$ cat config.mk
export PLATFORM = sky130hd
export DESIGN_NAME = id_ex_pipe_reg
export DESIGN_NICKNAME = d
export VERILOG_FILES = /design/src/rtl/id_ex_pipe_reg.sv
export SDC_FILE = /design/constraint.sdc
export NUM_CORES = 1
export LEC_CHECK = 0
export BUFFER_PORTS_ARGS = -buffer_cell sky130_fd_sc_hd__buf_2
export CAP_MARGIN = 15
export CORE_MARGIN = 2
export CORE_UTILIZATION = 46
export CTS_CLUSTER_DIAMETER = 60
export DETAILED_ROUTE_END_ITERATION = 8
export MAX_ROUTING_LAYER = met4
export PLACE_DENSITY_LB_ADDON = 0.25
export SLEW_MARGIN = 20
export SYNTH_ARGS = -nofsm -noshare
export SYNTH_HDL_FRONTEND = slang
export SYNTH_SLANG_ARGS = --single-unit
$ cat constraint.sdc
create_clock -name clk -period 2.6 [get_ports clk]
set_clock_uncertainty 0.05 [all_clocks]
set_input_delay 0.26 -clock clk [delete_from_list [all_inputs] [get_ports clk]]
set_output_delay 0.26 -clock clk [all_outputs]
set_load 0.01 [all_outputs]
$ cat src/rtl/id_ex_pipe_reg.sv
// ID/EX pipeline register: latches decoded controls and operands, extends the
// immediate, inserts bubbles on flush and flags load-use hazards.
module id_ex_pipe_reg #(
  parameter int DATA_W = 32,
  parameter int CNT_W  = 16
) (
  input  logic              clk,
  input  logic              rst_n,
  input  logic              stall,
  input  logic              flush,
  input  logic              id_valid,
  input  logic [2:0]        id_ALUOp,
  input  logic              id_RegWrite,
  input  logic              id_MemtoReg,
  input  logic              id_MemRead,
  input  logic              id_MemWrite,
  input  logic              id_Branch,
  input  logic              id_ALUSrc,
  input  logic              id_RegDst,
  input  logic [DATA_W-1:0] id_pc_plus4,
  input  logic [DATA_W-1:0] id_rs_data,
  input  logic [DATA_W-1:0] id_rt_data,
  input  logic [15:0]       id_imm16,
  input  logic [4:0]        id_rs,
  input  logic [4:0]        id_rt,
  input  logic [4:0]        id_rd,
  output logic              ex_valid,
  output logic [2:0]        ex_ALUOp,
  output logic [5:0]        ex_funct,
  output logic              ex_RegWrite,
  output logic              ex_MemtoReg,
  output logic              ex_MemRead,
  output logic              ex_MemWrite,
  output logic              ex_Branch,
  output logic              ex_ALUSrc,
  output logic              ex_RegDst,
  output logic [DATA_W-1:0] ex_pc_plus4,
  output logic [DATA_W-1:0] ex_rs_data,
  output logic [DATA_W-1:0] ex_rt_data,
  output logic [DATA_W-1:0] ex_imm_ext,
  output logic [4:0]        ex_rs,
  output logic [4:0]        ex_rt,
  output logic [4:0]        ex_rd,
  output logic              load_use_hazard,
  output logic [CNT_W-1:0]  bubble_cnt
);

  typedef struct packed {
    logic              valid;
    logic [2:0]        alu_op;
    logic              reg_write;
    logic              mem_to_reg;
    logic              mem_read;
    logic              mem_write;
    logic              branch;
    logic              alu_src;
    logic              reg_dst;
    logic [DATA_W-1:0] pc_plus4;
    logic [DATA_W-1:0] rs_data;
    logic [DATA_W-1:0] rt_data;
    logic [DATA_W-1:0] imm_ext;
    logic [4:0]        rs;
    logic [4:0]        rt;
    logic [4:0]        rd;
  } ex_t;

  ex_t              ex_q, ex_d, id_pkt;
  logic [CNT_W-1:0] bubble_cnt_q, bubble_cnt_d;
  logic             zero_ext;

  // andi/ori use a logical (zero-extended) immediate; everything else is signed
  assign zero_ext = (id_ALUOp == 3'b000) || (id_ALUOp == 3'b001);

  always_comb begin
    id_pkt            = '0;
    id_pkt.valid      = id_valid;
    id_pkt.alu_op     = id_ALUOp;
    id_pkt.reg_write  = id_RegWrite;
    id_pkt.mem_to_reg = id_MemtoReg;
    id_pkt.mem_read   = id_MemRead;
    id_pkt.mem_write  = id_MemWrite;
    id_pkt.branch     = id_Branch;
    id_pkt.alu_src    = id_ALUSrc;
    id_pkt.reg_dst    = id_RegDst;
    id_pkt.pc_plus4   = id_pc_plus4;
    id_pkt.rs_data    = id_rs_data;
    id_pkt.rt_data    = id_rt_data;
    id_pkt.imm_ext    = {{(DATA_W-16){id_imm16[15] & ~zero_ext}}, id_imm16};
    id_pkt.rs         = id_rs;
    id_pkt.rt         = id_rt;
    id_pkt.rd         = id_rd;
  end

  // flush beats stall; a bubble is an all-zero packet
  always_comb begin
    ex_d         = ex_q;
    bubble_cnt_d = bubble_cnt_q;
    if (flush) begin
      ex_d = '0;
      if (bubble_cnt_q != {CNT_W{1'b1}}) bubble_cnt_d = bubble_cnt_q + CNT_W'(1);
    end else if (!stall) begin
      ex_d = id_pkt;
    end
  end

  always_ff @(posedge clk or negedge rst_n) begin
    if (!rst_n) begin
      ex_q         <= '0;
      bubble_cnt_q <= '0;
    end else begin
      ex_q         <= ex_d;
      bubble_cnt_q <= bubble_cnt_d;
    end
  end

  assign ex_valid    = ex_q.valid;
  assign ex_ALUOp    = ex_q.alu_op;
  assign ex_funct    = ex_q.imm_ext[5:0];
  assign ex_RegWrite = ex_q.reg_write;
  assign ex_MemtoReg = ex_q.mem_to_reg;
  assign ex_MemRead  = ex_q.mem_read;
  assign ex_MemWrite = ex_q.mem_write;
  assign ex_Branch   = ex_q.branch;
  assign ex_ALUSrc   = ex_q.alu_src;
  assign ex_RegDst   = ex_q.reg_dst;
  assign ex_pc_plus4 = ex_q.pc_plus4;
  assign ex_rs_data  = ex_q.rs_data;
  assign ex_rt_data  = ex_q.rt_data;
  assign ex_imm_ext  = ex_q.imm_ext;
  assign ex_rs       = ex_q.rs;
  assign ex_rt       = ex_q.rt;
  assign ex_rd       = ex_q.rd;
  assign bubble_cnt  = bubble_cnt_q;

  // $zero is never a real dependency, so rt==0 loads never hazard
  assign load_use_hazard = ex_q.valid & ex_q.mem_read & id_valid & (ex_q.rt != 5'd0) &
                           ((ex_q.rt == id_rs) | (ex_q.rt == id_rt));

endmodule

# Word-level counts from Yosys, hierarchy flattened

Index checks and enable logic that the tools add are counted.
Widths: inputs -> output; s select.

Register bits after elaboration: 170
Input port bits: 142
Output and inout bits: 177
Logic and storage cells: 36

Add/sub/neg operators: 1
Equal/unequal tests: 5
Multiplexer cells: 2
Bitwise operators: 7
Reduce and logical (&&, ||, !) cells: 4

Operators by type and width:

| operator              | number |
|---|---|
| $mux 154              | 2 |
| $add 16x1->16 const B | 1 |
| $ne 16x16->1 const B  | 1 |
| $eq 5x5->1            | 2 |
| $and 1x1->1           | 5 |
| $reduce_bool 5->1     | 1 |
| $eq 3x1->1 const B    | 1 |
| $logic_not 3->1       | 1 |
| $ne 2x1->1 const B    | 1 |
| $reduce_and 2->1      | 1 |
| $logic_or 1x1->1      | 1 |
| $not 1->1             | 1 |
| $or 1x1->1            | 1 |

# Logic depth before layout (Yosys ltp)

Gate-level depths: netlist (run 1).

Word-level depth: 6
Gate-level depth with buffers: 6

# Worst setup path before layout (run 1)

OpenSTA, ideal clock, no wires.

Kind: register to register
From: register bubble_cnt_q[0], in the netlist bubble_cnt[0]
To: register bubble_cnt_q[1], in the netlist bubble_cnt[1]
Setup time: 0.125 ns
Arrival time: 1.704 ns
Required time: 2.425 ns
Path slack: 0.721 ns
Stages on the path, launching flop included: 7
Path buffers: 1
Cells stage by stage: dfrtp_1 > ha_1 > nand2_1 > or3_4 > buf_6 > o21ai_4 > mux2_4

Word-level cells in the longest chain between the ends: 2
Elaborated cells on any way between the ends: 3
Those cells by class: add/sub (1); eq/ne (1); reduce/logical (1)

Ends and longest elaborated chain:

| what                                                  | line | RTL |
|---|---|---|
| from (decl)                                           | 68   | `logic [CNT_W-1:0] bubble_cnt_q, bubble_cnt_d;` |
| from (signal assigned)                                | 112  | `bubble_cnt_q <= bubble_cnt_d;` |
| branches (longest 2 deep; another with $add 16x1->16) | n/a  |  |

Several ways; the timed one is not identified.
A chain may end at the register's enable or synchronous reset.

# Worst setup path in the final report (run 1)

From: register ex_q (netlist bit ex_rt[1])
To: output load_use_hazard

Word-level cells in the longest chain between the ends: 3
Elaborated cells on any way between the ends: 6
Those cells by class: eq/ne (2); bitwise (3); reduce/logical (1)

Ends and longest elaborated chain:

| what                                            | line     | RTL |
|---|---|---|
| from (decl)                                     | 67       | `ex_t ex_q, ex_d, id_pkt;` |
| from (signal assigned)                          | 108      | `ex_q <= '0;` |
| from (signal assigned)                          | 111      | `ex_q <= ex_d;` |
| $eq 5x5->1 or $reduce_bool 5->1 (tied branches) | 137, 136 |  |
| $or 1x1->1 or $and 1x1->1 (tied branches)       | 137, 136 |  |
| $and 1x1->1 (*)                                 | 136      | `assign load_use_hazard = ex_q.valid & ex_q.mem_read & id_valid & (ex_q.rt != 5'd0) &` |
| to (decl)                                       | 44       | `output logic load_use_hazard,` |

Mark *: on every way between the ends. The rest lies on a longest branch, timed or not.

==> results by stage, run 1 <==
Timing:
- The count of endpoints failing hold in the final timing report came to 0.
- Of the available clock period, the critical path in the final layout requires 79.80%.
- Setup repair after global routing left no endpoint under its margin.
- Setup violations remaining at the end of the flow were counted as 0.
- In this run the tightest slew margin relative to its limit is 53.33%.
- The worst path in the final design needs a cycle of 2.075 ns, including I/O delays and setup.
- Based on the critical path, the design can be clocked at up to 0.4820 GHz.
- The count of pins over their slew limit was 0.
- The setup TNS after final layout is 0 ns.
- For the pin with the worst max-slew slack, the measured transition is 0.7000 ns.
- Across all hold checks on the routed design, the worst slack comes to 0.03770 ns.

Synth:
- The proportion of synthesized chip area in sequential cells is 58.39%.
- The distinct cell type count of the synthesized netlist is 34.
- In the synthesized netlist the async set-or-reset flop fraction comes to 100.0%.
- The warning count from the yosys run is 0.
- The synthesized design contains 0 enable-type register cells.
- The cell area after technology mapping is 6643 sq um.
- For this run, the leading register cell type out of synthesis is sky130_fd_sc_hd__dfrtp_1.
- The count of mapped cells out of synthesis is 559.
- The number of nets in the synthesized netlist is 702.
- Synthesis inferred 155 register bits.
- Each instance of the synthesized netlist takes up on average 11.88 sq um.

Clock network:
- The depth of the CTS H-tree is 4.
- For the worst-skew pair, the clock arrives at the later sink with an insertion delay of 0.41 ns.
- TritonCTS built the clock tree.
- In this run the clock root is driven by a sky130_fd_sc_hd__clkbuf_16.
- The number of clock buffers inserted by TritonCTS is 17.
- The number of buffers between clock root and the deepest sink is 2.
- After clock tree synthesis, the clock-pin slew on the worst setup and hold paths is 0.06 ns.
- The clock net in this run drives a total of 155 sinks.

Pwr:
- The worst voltage drop across the vdd grid is 0.5909 mV.
- For this design the ratio of total power to cell area is 674.5 nW/um^2.
- In this run the static leakage power is 5.110 nW.

Placed design:
- The congestion estimate from routability-driven global placement came to 0.8183.
- The total of buffers placed on input and output ports is 318.
- Detailed placement finished with a half-perimeter wire length of 12.13 mm.
- In this run the cell area measured after placement is 8255 sq um.

Setup path:
- The number of buffers and inverters on the critical path is 1.
- Among cell families on the critical path, the largest total delay comes from simple AND/OR/NAND/NOR gates.
- The data required time at the worst endpoint is 2.29 ns.
- In this run the critical register-to-register path is launched from bubble_cnt[0].
- The delay of the slowest critical-path stage is 0.54 ns.
- The cell count of the worst reg-to-reg path is 5.
- Tracing the worst setup path back leads to its startpoint at ex_rt[1].
- The number of cells on the critical path is 4.
- The slowest stage cell on the critical path is sky130_fd_sc_hd__or4_1.
- The critical path is of the reg -> out type.
- The largest driver fanout on the critical path is 5.
- The arrival time of data at the critical path endpoint is 1.76 ns.
- The critical path goes through or4_1, o2111ai_1, a21oi_1, buf_2.
- STA classifies the critical path startpoint as a flop.
- STA classifies the critical path endpoint as an output port.

Detailed routing:
- The total vias in the final route is 5,108.
- The first-iteration detailed-routing DRC count is 280.
- The sum of routed wire length over all layers is 16.46 mm.
- The number of nets with antenna violations after routing is 0.
- The detailed-route DRC error count is 0.
- The number of vias per cell after detailed routing is 4.893.
- Dividing the detail-routed wire length by the instance count gives 15.76 um.
- The first-pass detailed-route iteration total is 4.

GRT:
- The first global-routing pass estimated 24.72 mm of wire.
- The total overflow left after global routing is 0.
- For this run, the total global-route usage over all layers was measured as 21.39%.
- The number of antenna violations at the first check in global routing was 1.
- The number of global-route vias before repair came to 5,131.
- Entering global routing, the biggest net connects 72 pins.

Hold path:
- The cell depth of the worst min-delay path is 3.
- The worst hold path belongs to the class in -> reg.
- The hold path startpoint is id_pc_plus4[1].

Floorplan:
- The number of core rows is 43.
- The floorplan step set the die height to 124.2 um.
- The die is 124.2 um wide.
- The top-level I/O count is 319.
- The total area inside the core boundary comes to 13,990 sq um.
- For this configuration, the core starts out at a cell density of 47.49%.
- The floorplan step defined a die boundary enclosing 15,420 sq um.

Layout:
- The total number of nets in the final design is 994.
- The summed area of non-filler cells in the final layout is 8828 sq um.
- The post-route netlist has 41.95% of its cells at a drive strength greater than 1.
- The area overhead of the layout relative to synthesis is 32.91%.
- In the final layout, flip-flops and latches occupy 3879 sq um.
- The filler cells instantiated in the layout total 1,137.
- The area occupied by multi-input gates is 2447 sq um.

Run:
- Max-cap violations in this run came to 0.

Run status:
- The run finished with clean final reports.
-- state kept, by name, summed over array words and instances, names as in the netlist, 3 cells and up --
signal,cells
ex_ALUOp,3
ex_rs_data,32
ex_rt_data,32
ex_rt,5
ex_rd,5
ex_pc_plus4,32
bubble_cnt,16
ex_imm_ext,17
ex_rs,5
-- per-stage QoR --
stage | std cells | setup slack [ns] | power (W) | util (%)
2_1_floorplan | 559 | 0.7206 | 0.003247 | -
3_3_place_gp | 1011 | 0.7729 | 0.003654 | 59.02
3_5_place_dp | 1011 | 0.7194 | 0.003681 | 59.02
4_1_cts | 1043 | 0.4925 | 0.006025 | 63.09
5_1_grt | 1044 | 0.4459 | 0.006257 | 63.11
6_report | 1044 | 0.5252 | 0.005955 | 63.11
-- where the power goes --
part / switching (W) / leakage, nW / internal (W) / total [W]
combinational: 0.000483 / 2.78 / 0.000424 / 0.000907
sequential: 0.000143 / 2.06 / 0.00259 / 0.00273
clock: 0.000931 / 0.272 / 0.00139 / 0.00232
-- repair_timing --
item / in CTS / in global routing
buffers inserted: 0 / 0
hold buffers: 1 / 0
endpoints found under the hold margin: 53 / 0
gates resized for setup: 0 / 0
endpoints found under the setup margin: 0 / 0
-- logic make-up (layout without fill, tap and decap cells) --
logic type	Yosys count	in the layout	synth area share (%)
simple gates	174	174	11.06
flops	155	155	58.39
mux	139	139	21.02
buf+inv	54	358	4.765
xor+xnor	24	24	3.164
compound gates	12	12	1.413
fa+ha+maj	1	1	0.1883
other cells	0	1	0
-- final timing paths --
check                             endpoint  slack [ns]
min reg2reg                  bubble_cnt[6]        0.45
max                        load_use_hazard        0.53
min in group asynchronous   bubble_cnt[11]        0.31
min                         ex_pc_plus4[1]        0.04
max reg2reg                  bubble_cnt[1]        0.71
max in group asynchronous    ex_rs_data[7]        1.37
-- Yosys cell counts (2+ instances only) --
| library cell | n | area (sq um) |
|---|---|---|
| sky130_fd_sc_hd__and3_1 | 5 | 31.28 |
| sky130_fd_sc_hd__and4_1 | 2 | 17.52 |
| sky130_fd_sc_hd__a21oi_1 | 3 | 15.01 |
| sky130_fd_sc_hd__xor2_1 | 10 | 87.58 |
| sky130_fd_sc_hd__nor3_1 | 3 | 15.01 |
| sky130_fd_sc_hd__clkbuf_1 | 15 | 56.30 |
| sky130_fd_sc_hd__nand4_1 | 2 | 12.51 |
| sky130_fd_sc_hd__mux2i_1 | 138 | 1381 |
| sky130_fd_sc_hd__xnor2_1 | 14 | 122.6 |
| sky130_fd_sc_hd__dfrtp_1 | 155 | 3879 |
| sky130_fd_sc_hd__nor4_1 | 2 | 12.51 |
| sky130_fd_sc_hd__buf_4 | 21 | 157.7 |
| sky130_fd_sc_hd__buf_1 | 2 | 7.510 |
| sky130_fd_sc_hd__nor2_1 | 142 | 533.0 |
| sky130_fd_sc_hd__nand3_1 | 7 | 35.03 |
| sky130_fd_sc_hd__o211ai_1 | 3 | 22.52 |
| sky130_fd_sc_hd__buf_2 | 14 | 70.07 |
| sky130_fd_sc_hd__nand2_1 | 5 | 18.77 |
-- layer usage --
| layer | GRT usage (%) | vias to the layer above | share of wire [%] |
|---|---|---|---|
| li1 | - | 2436 | - |
| met1 | 25.25 | 2450 | 41 |
| met2 | 35.83 | 199 | 50 |
| met3 | 5.815 | 23 | 7.5 |
| met4 | 6.531 | 0 | 1.8 |
| met5 | - | - | 0 |
-- worst register-to-register path, cell delays in order, from the launching register on --
cell	delay, ns
sky130_fd_sc_hd__dfrtp_1	0.41
sky130_fd_sc_hd__ha_1	0.20
sky130_fd_sc_hd__nand2_1	0.11
sky130_fd_sc_hd__or3_4	0.50
sky130_fd_sc_hd__o21ai_4	0.20
sky130_fd_sc_hd__mux2_4	0.31
-- area by class of cell --
| class | instances | area share [%] |
|---|---|---|
| Timing Repair Buffer | 327 | 19.42 |
| Sequential cell | 155 | 43.93 |
| Clock buffer | 21 | 5.329 |
| Multi-Input combinational cell | 350 | 27.72 |
| Antenna cell | 1 | 0.02834 |
| Tap cell | 180 | 2.551 |
| Clock inverter | 10 | 1.020 |
-- cells in the final DEF (no fill, tap or decap), types with 4 or more instances in the layout --
cell	n
sky130_fd_sc_hd__xor2_1	10
sky130_fd_sc_hd__nand2_1	5
sky130_fd_sc_hd__buf_2	315
sky130_fd_sc_hd__mux2i_1	138
sky130_fd_sc_hd__xnor2_1	14
sky130_fd_sc_hd__clkbuf_16	17
sky130_fd_sc_hd__nand3_1	7
sky130_fd_sc_hd__clkinv_2	4
sky130_fd_sc_hd__and3_1	5
sky130_fd_sc_hd__buf_4	6
sky130_fd_sc_hd__nor2_1	142
sky130_fd_sc_hd__dfrtp_1	155
Note: power is estimated with default switching activity, not from simulation.
==> inputs of run 2 (changes only) <==
Clock period 2.6 ns to 2.1 ns, I/O delays scaled along.
==> run 2 against run 1 <==
- worst hold slack worse by 0.028 ns
- critical path depth unchanged
- clock power up 43%
- wire length is 15% higher
- flip-flop and latch count is the same
- cell area increased by 13%
- global-route usage rose by 3.0 points
- largest cell class unchanged
- highest routed layer unchanged
==> results by stage, run 2 (synthesized netlist as in run 1, its figures left out) <==
Pwr:
- The power density over the cells is 805.6 nW/um^2.
- In this run the static leakage power is 5.580 nW.
- The worst voltage drop across the vdd grid is 0.6475 mV.

Setup path:
- STA classifies the critical path startpoint as a flop.
- Data on the critical path arrives at its endpoint at 1.77 ns.
- The most critical setup path has its startpoint at ex_rt[2].
- In this run the worst path has a maximum fanout of 5.
- The source of the worst register-to-register timing path is bubble_cnt[0].
- The cell count of the worst reg-to-reg path is 5.
- The worst setup path is captured at an output port.
- At the worst endpoint, the required time is 1.84 ns.
- The kind of critical path is reg -> out.

Floorplan:
- From left edge to right edge, the die measures 124.2 um.
- During I/O placement, the number of pins put on the boundary was 319.
- The floorplan step defined a die boundary enclosing 15,420 sq um.
- The total area inside the core boundary comes to 13,990 sq um.
- The initial utilization of the core area, before any placement, comes to 47.49%.
- The height of the die is 124.2 um.
- The number of core rows is 43.

Timing:
- Hold timing on the final database bottoms out at a slack of 0.009904 ns.
- The highest clock frequency the design can meet is 0.4929 GHz.
- The slew of the pin with the lowest slew margin is 0.6435 ns.
- In this run the tightest slew margin relative to its limit is 57.10%.
- Setup repair after global routing left no endpoint under its margin.
- The minimum setup slack in the final design is 0.07127 ns.
- The ratio of final minimum period to clock period is 96.61%.
- The count of pins over their slew limit is 0.
- After layout, the minimum clock period comes to 2.029 ns.
- Setup violations remaining at the end of the flow were counted as 0.
- The setup TNS after final layout is 0 ns.
- The count of endpoints failing hold in the final timing report is 0.

GRT:
- Entering global routing, the biggest net connects 84 pins.
- After global routing the overflow that remains totals 0.
- The first global-routing pass estimated 27.77 mm of wire.
- The number of antenna violations at the first check in global routing was 0.
- The number of global-route vias before repair is 5,621.
- Global routing consumed, over all layers together, 24.38% of the routing resources.
- The layer with the highest usage is met2.
- In the global route stage, met3 resource usage came out at 5.678%.
- The met1 track demand over resource is 27.05%.
- For met2 alone, demand over resource in global routing was 42.62%.

Detailed routing:
- The routed design has 18.85 mm of wire.
- The detailed-route DRC error count is 0.
- Using the TritonRoute via totals, the vias-per-cell ratio works out to 4.962.
- After detailed routing, the average wire length per cell comes to 16.51 um.
- The first-iteration detailed-routing DRC count is 265.
- The first TritonRoute pass finished after 4 iterations.
- The detail route stage leaves a number of antenna-violating nets equal to 0.
- Summing over every cut layer, the via total after detailed routing is 5,667.

Layout:
- After the last flow step, the layout net total stands at 1,092.
- In the final layout, the share of cells above drive strength 1 is 38.36%.
- The final standard cell utilization of the core is 71.04%.
- The most common cell after layout, fill and taps aside is sky130_fd_sc_hd__buf_2.
- 0 antenna diodes ended up in the layout.
- Leaving out fill and tap cells, the most frequent cells in the layout are 315 x sky130_fd_sc_hd__buf_2, 153 x sky130_fd_sc_hd__dfrtp_1, 142 x sky130_fd_sc_hd__nor2_1.
- The summed area of non-filler cells in the final layout is 9937 sq um.
- The area growth from synthesis to layout is 49.60%.

Clock network:
- TritonCTS built the clock tree.
- The clock drives 155 sinks.
- The clock input transition at the sequential cells of the worst setup and hold paths is 0.06 ns.
- The tree is rooted in a sky130_fd_sc_hd__clkbuf_16.
- The worst-skew pair later-pin latency is 0.41 ns.
- Clock tree synthesis inserted a total of 17 buffers.
- The clock tree synthesis step divided the H-tree into 4 levels.
- The number of buffers between clock root and the deepest sink is 2.

Placed design:
- The post-placement worst setup slack is 0.2145 ns.
- The final weighted congestion of routability-driven global placement is 0.8170.
- The post-detailed-placement half-perimeter wirelength is 12.46 mm.
- The standard cell area after detailed placement is 8328 sq um.
- During placement, the flow inserted port buffers numbering 318.

Hold path:
- The worst hold path begins at id_rs_data[2].
- Along the worst hold path, the cell count comes to 3.
- The type of the most critical hold path is in -> reg.

Run:
- The number of max-capacitance violations reported is 0.

Run status:
- The flow ran to the end, and the final reports show no timing, DRC or antenna violations.
-- run 2: metrics by stage --
stage          cells  total power, W
2_1_floorplan    559        0.004021
3_3_place_gp    1014        0.004542
3_5_place_dp    1014        0.004589
4_1_cts         1141        0.008063
5_1_grt         1142        0.008348
6_report        1142        0.008005
-- run 2: layer usage --
metal	vias to the layer above	routed length, um
li1	2637	-
met1	2752	7264
met2	237	9824
met3	41	1359
met4	0	402
met5	-	0
-- run 2: worst max-delay path, stage by stage, from the launching register on --
cell and delay, ns:
sky130_fd_sc_hd__dfrtp_2 0.43, sky130_fd_sc_hd__or4_1 0.53, sky130_fd_sc_hd__o2111ai_2 0.18, sky130_fd_sc_hd__a21oi_1 0.06
sky130_fd_sc_hd__buf_2 0.14
-- run 2: path summary, 6_finish.rpt --
path / slack (ns) / endpoint
hold reg to reg: 0.45 / bubble_cnt[6]
max in group asynchronous: 1.10 / ex_rt_data[28]
min in group asynchronous: 0.25 / bubble_cnt[9]
setup reg to reg: 0.19 / bubble_cnt[1]
setup / recovery: 0.07 / load_use_hazard
hold / removal: 0.01 / ex_rs_data[2]
-- run 2: timing repair --
item,CTS,global route
setup endpoints to repair,1,1
gates resized for setup,2,1
hold buffers,95,0
endpoints found under the hold margin,140,0
setup buffers,0,1
-- run 2: area by class of cell --
cell class / count / area, sq um
multi-input combinational: 350 / 2454
fill: 975 / 4051
clock inverter: 12 / 195.2
sequential: 155 / 3881
tap: 180 / 225.2
timing repair buffer: 425 / 2735
clock buffer: 20 / 446.7
-- run 2: power breakdown --
| part | total [W] | internal [W] | switching, W |
|---|---|---|---|
| Combinational | 0.00132 | 0.000655 | 0.000662 |
| Sequential | 0.00338 | 0.00320 | 0.000176 |
| Clock | 0.00331 | 0.00214 | 0.00117 |
